File: src/rtl/unprotection.sv
// Receive-side unprotection cell: checks sequence numbers on protected words and
// reassembles payload slices into wide words. Optional error counter: UNPROT_ERRCNT_EN.
module unprotection #(
  parameter int unsigned PW    = 3,
  parameter int unsigned GROUP = 4
) (
  input  logic                CLK,
  input  logic                RST,
  input  logic                ENA,
  input  logic [1:0]          KEY,
  input  logic [7:0]          RGZ,
  output logic [PW*GROUP-1:0] RGD,
  output logic                VLD,
  output logic                ERR,
  output logic                LOCK,
  output logic [7:0]          ERRCNT
);

  localparam int unsigned OW = PW * GROUP;
  localparam int unsigned AW = PW * (GROUP - 1);
  localparam int unsigned CW = $clog2(GROUP + 1);

  typedef enum logic {
    HUNT = 1'b0,
    SYNC = 1'b1
  } state_t;

  state_t          state;
  logic [AW-1:0]   acc;
  logic [CW-1:0]   cnt;
  logic [2:0]      exp;

  logic [1:0]      ph;
  logic [2:0]      sq;
  logic [PW-1:0]   pl;
  logic            key_ok_c;
  logic            accept_c;
  logic            err_c;
  logic            last_c;
  logic [OW-1:0]   word_c;

  // Field split of the protected word
  assign ph = RGZ[7:6];
  assign sq = RGZ[5:3];
  assign pl = RGZ[PW-1:0];

  assign key_ok_c = (KEY == 2'b01);
  assign accept_c = ENA && key_ok_c && (ph == 2'b11);
  assign err_c    = accept_c && (state == SYNC) && (sq != exp);
  assign last_c   = (cnt == CW'(GROUP - 1));
  assign word_c   = {acc, pl};

  assign LOCK = (state == SYNC);

  // Sequence tracking, slice accumulation and output strobes
  always_ff @(posedge CLK or negedge RST) begin
    if (!RST) begin
      state <= HUNT;
      acc   <= '0;
      cnt   <= '0;
      exp   <= 3'd0;
      RGD   <= '0;
      VLD   <= 1'b0;
      ERR   <= 1'b0;
    end else begin
      VLD <= 1'b0;
      ERR <= 1'b0;
      if (!key_ok_c) begin
        // Disabled mode flushes any partial group silently; RGD is kept
        state <= HUNT;
        acc   <= '0;
        cnt   <= '0;
      end else if (accept_c) begin
        case (state)
          HUNT: begin
            acc   <= AW'(word_c);
            cnt   <= CW'(1);
            exp   <= sq + 3'd1;
            state <= SYNC;
          end
          SYNC: begin
            if (err_c) begin
              // Break restarts a group from this word; never merged with completion
              ERR <= 1'b1;
              acc <= AW'(pl);
              cnt <= CW'(1);
              exp <= sq + 3'd1;
            end else if (last_c) begin
              RGD <= word_c;
              VLD <= 1'b1;
              acc <= '0;
              cnt <= '0;
              exp <= exp + 3'd1;
            end else begin
              acc <= AW'(word_c);
              cnt <= cnt + CW'(1);
              exp <= exp + 3'd1;
            end
          end
          default: state <= HUNT;
        endcase
      end
    end
  end

`ifdef UNPROT_ERRCNT_EN
  // Saturating count of sequence breaks, cleared only by reset
  always_ff @(posedge CLK or negedge RST) begin
    if (!RST) begin
      ERRCNT <= 8'h00;
    end else if (err_c && (ERRCNT != 8'hFF)) begin
      ERRCNT <= ERRCNT + 8'h01;
    end
  end
`else
  assign ERRCNT = 8'h00;
`endif

endmodule

File: config.mk
export PLATFORM = sky130hd
export DESIGN_NAME = unprotection
export DESIGN_NICKNAME = d
export VERILOG_FILES = /design/src/rtl/unprotection.sv
export SDC_FILE = /design/constraint.sdc
export NUM_CORES = 1
export LEC_CHECK = 0
export CORE_MARGIN = 8
export CORE_UTILIZATION = 43
export DETAILED_ROUTE_END_ITERATION = 6
export GPL_ROUTABILITY_DRIVEN = 1
export HOLD_SLACK_MARGIN = 0.15
export PLACE_DENSITY = 0.73
export RECOVER_POWER = 50
export SKIP_LAST_GASP = 1
export SLEW_MARGIN = 40
export SYNTH_ARGS = -nofsm -noshare
export SYNTH_HDL_FRONTEND = slang
export SYNTH_SLANG_ARGS = --single-unit
File: constraint.sdc
create_clock -name CLK -period 1.4 [get_ports CLK]
set_input_delay 0.21 -clock CLK [delete_from_list [all_inputs] [get_ports CLK]]
set_output_delay 0.21 -clock CLK [all_outputs]
set_load 0.02 [all_outputs]
Yosys cells after proc, flatten, opt, wreduce, memory -nomap -nowiden. Index checks and enable logic that the tools add are counted.

RAM bits: 0. Bits in read-only memories: 0. Logic and storage cells: 46. Input bits: 13. Register bits: 30. Output and inout bits: 23. Memories kept: 0. Latch bits: 0.

Div/mod/pow operators: 0. $add $sub $neg: 3. Reduce and logical (&&, ||, !) cells: 6. Equality and inequality tests: 5. $lt $le $gt $ge: 0. Mux-type cells: 23. Bitwise logic cells: 2. Multipliers: 0. Shifts and indexed selects: 0.

Operator list (number): $mux 9 (4); $pmux 9 s2 (1); $mux 3 (5); $pmux 3 s2 (2); $mux 1 (11); $add 3x1->3 const B (3); $reduce_and 5->1 (1); $logic_and 1x1->1 (4); $eq 3x2->1 const B (1); $ne 3x3->1 (1); $eq 2x1->1 const B (1); $eq 2x2->1 const B (1); $ne 2x1->1 const B (1); $not 1->1 (2); $reduce_and 2->1 (1).

Logic depth before layout (Yosys ltp).
Word-level depth: 9. Mapped depth: 6. Depth with buffers taken out: 5.

Worst setup path before layout. No wires, ideal clock.

Kind: register to register. Start point: register exp[2]. End point: register RGD[0]. Path buffers: 1. Setup slack: -0.086 ns. Required time: 1.275 ns. Period minus slack after synthesis: 1.486 ns. Arrival time: 1.361 ns. Setup time: 0.125 ns. Stages on the path, launching flop included: 6. Cells stage by stage: dfrtp_1 -> xnor2_2 -> and3_4 -> nand3_4 -> buf_6 -> mux2_4.

Cells in the longest elaborated chain, start to end: 4.

RTL lines: start: declaration (line 31) `logic [2:0] exp;`; start signal: assignment (line 78) `exp <= sq + 3'd1;`; start signal: assignment (line 87) `exp <= sq + 3'd1;`; start signal: assignment (line 93) `exp <= exp + 3'd1;`; $ne 3x3->1 (line 49) `assign err_c = accept_c && (state == SYNC) && (sq != exp);`; $logic_and 1x1->1 (line 49); $not 1->1 (no line); $reduce_and 5->1 (no line); end signal: assignment (line 89) `RGD <= word_c;`; end: declaration (line 12) `output logic [PW*GROUP-1:0] RGD,`.

No other way between the ends. A chain may end at the register's enable or synchronous reset.

Worst setup path in the final report.
Start point: register cnt[0]. End point: register RGD[5].

Cells in the longest elaborated chain, start to end: 2.

RTL lines: start: declaration (line 30) `logic [CW-1:0] cnt;`; start signal: assignment (line 96) `cnt <= cnt + CW'(1);`; $eq 3x2->1 (line 50) `assign last_c = (cnt == CW'(GROUP - 1));`; $reduce_and 5->1 (no line).

No other way between the ends.

==> results.cfg <==
[global_routing]
grt_overflow_total = 0
grt_max_degree = 31
grt_pass1_vias = 1144
antenna_found_initial = 0
grt_pass1_wl_mm = 5.57
grt_usage_pct = 13.8

[cts]
clockBufferDepth = 2
clk_pin_slew_ns = 0.09
cts-hold-fix-buffers = 0
cts_sinks = 30
clk_latency_ns = 0.33
cts_tree = done
htreeDepth = 2
numCtsBuffers = 5
root_buffer = clkbuf_4

[finish]
nFillCells = 246
fin_util_pct = 63.6
layout-drive-gt1-share_pct = 36.0
diodes = 0
final_common_cell = dfrtp_1
final_cell_mix = dfrtp_1, buf_4, dlygate4sd2_1
syn_to_final_growth_pct = 39.0
nNetsFinal = 180

[route]
wl_per_cell_um = 15.9
drt_iter0_markers = 47
drt_wl_total_mm = 3.30
ant_nets = 0
viasPerCell = 4.99
vias = 1038
drc = 0
drtPass1Iterations = 4

[place]
dp_slack_ns = -0.461
dp_hpwl_mm = 2.26
routabilityCongestion = 0.954
io_buffers = 27

[setup_path]
r2r-end = RGD[5]
r2r_slack_ns = -0.07
crit_path_max_fanout = 6
reg2reg_depth = 4
r2r-start = cnt[0]
critPathLaunchType = flop
critPathCaptureType = flop
required_ns = 1.62
cp.arrival_ns = 1.69
critical_path_class = reg -> reg

[timing]
final_period_minus_worst_setup_slack_ns = 1.47
setup_viol = 15
final-max-slew-violation-count = 0
fmax_mhz = 679
worst_slew_pin_slew_ns = 0.738
rsz0062_at_grt = true
fin_crit_sh_pct = 105
fin_skew_ns = 0.00393
finalHoldWorstSlack_ns = 0.462
finalHoldViolations = 0
relSlewSlack_pct = 50.8
setup_tns_ns = -0.665
timing.final.ws_setup_ns = -0.0733

[run]
drv_cap = 0

[power_and_ir_drop]
powerDensity_nw_per_um2 = 899
p_leak_nw = 1.06
ir_drop_uv = 491
total_power_mw = 1.76

[yosys]
async_reset_ff_share_pct = 100
yosys_warnings = 0
synth_edf_count = 0
yosysSeqAreaShare_pct = 53.3
syn_inst = 109
synthFlopType = dfrtp_1
synth_area_per_cell_um2 = 12.9
syn_area_um2 = 1410
ys_ff_latch = 30
ys_types = 29

[die]
coreArea_um2 = 3080
die-area_um2 = 5360
pin_count = 36
start_util_pct = 45.8
die_x_um = 73.2
die_h_um = 73.2
num_rows = 20

[hold_path]
min_path_type = in -> async

[run_status]
violations = negative setup slack
status = complete, but fails checks
==> registers in the layout (all words and copies together) (netlist names) <==
name / cells
RGD: 12
exp: 3
LOCK: 1
ERR: 1
cnt: 3
VLD: 1
acc: 9
==> timing repair <==
action / in CTS / in global routing
resized for setup: 24 / 5
setup endpoints to repair: 38 / 25
gates cloned: 1 / 0
buffers inserted: 1 / 2
pin swaps: 4 / 3
==> layout make-up <==
class | count | area, um^2 | area share, %
clock inverter | 2 | 10.0 | 0.511
multi-input combinational | 76 | 668 | 34.1
tap | 44 | 55.1 | 2.81
timing repair buffer | 51 | 437 | 22.3
sequential | 30 | 751 | 38.3
clock buffer | 5 | 37.5 | 1.92
==> where the power goes <==
| part | switching (mW) | leakage (nW) | internal, mW | total, mW |
|---|---|---|---|---|
| Sequential | 0.0227 | 0.412 | 0.890 | 0.913 |
| Clock | 0.290 | 0.0308 | 0.180 | 0.470 |
| Combinational | 0.169 | 0.613 | 0.210 | 0.379 |
| Total | 0.481 | 1.06 | 1.28 | 1.76 |
==> through the flow <==
step / instances / area (um^2)
2_1_floorplan: 116 / 1440
3_3_place_gp: 198 / 1850
3_5_place_dp: 198 / 1850
4_1_cts: 206 / 1930
5_1_grt: 208 / 1960
6_report: 208 / 1960
==> routing by layer <==
| layer | wire, um | GRT usage (%) | part of all wire (%) | up-vias |
|---|---|---|---|---|
| met5 | 0 | 0 | 0 | - |
| met4 | 99 | 9.56 | 3.0 | 0 |
| met3 | 196 | 3.57 | 5.9 | 10 |
| met2 | 1650 | 22.7 | 50 | 35 |
| met1 | 1350 | 15.1 | 41 | 503 |
| li1 | - | - | - | 490 |
==> kinds of logic (layout without fill, tap and decap cells) <==
family / count (synthesis) / after routing / share of synthesized area [%]
flops: 30 / 30 / 53.3
mux: 13 / 13 / 13.0
compound gates: 17 / 17 / 8.79
xor+xnor: 4 / 4 / 4.09
buf+inv: 11 / 58 / 5.68
fa+ha+maj: 3 / 3 / 2.66
other cells: 1 / 8 / 0.266
simple gates: 30 / 31 / 12.3
==> worst max-delay path by stage <==
stage	startpoint	end	cells after the start	slack, ns
floorplan	exp[2]	RGD[0]	5	-0.06
global placement	RGZ[4]	RGD[0]	5	-0.42
detailed placement	KEY[0]	cnt[1]	6	-0.46
CTS	exp[0]	exp[2]	6	-0.07
global route	cnt[0]	RGD[11]	4	-0.12
finish	cnt[0]	RGD[5]	4	-0.07
==> synth_stat cells, types with 2 or more instances <==
cell / number / area, um^2
a21oi_1: 3 / 15.0
a22o_1: 9 / 78.8
and2b_1: 2 / 15.0
and3_1: 3 / 18.8
buf_4: 8 / 60.1
dfrtp_1: 30 / 751
ha_1: 3 / 37.5
mux2_2: 2 / 22.5
mux2_4: 10 / 150
nand2_1: 8 / 30.0
nand4_1: 5 / 31.3
nor2_1: 5 / 18.8
o21ai_0: 3 / 15.0
xnor2_2: 3 / 48.8
==> worst max-delay path: stages (launching register included) <==
cell and delay, ns:
dfrtp_1 0.40, ha_2 0.21, and2b_2 0.26, nand3_4 0.18, mux2_4 0.32
Note: power is estimated with default switching activity, not from simulation.
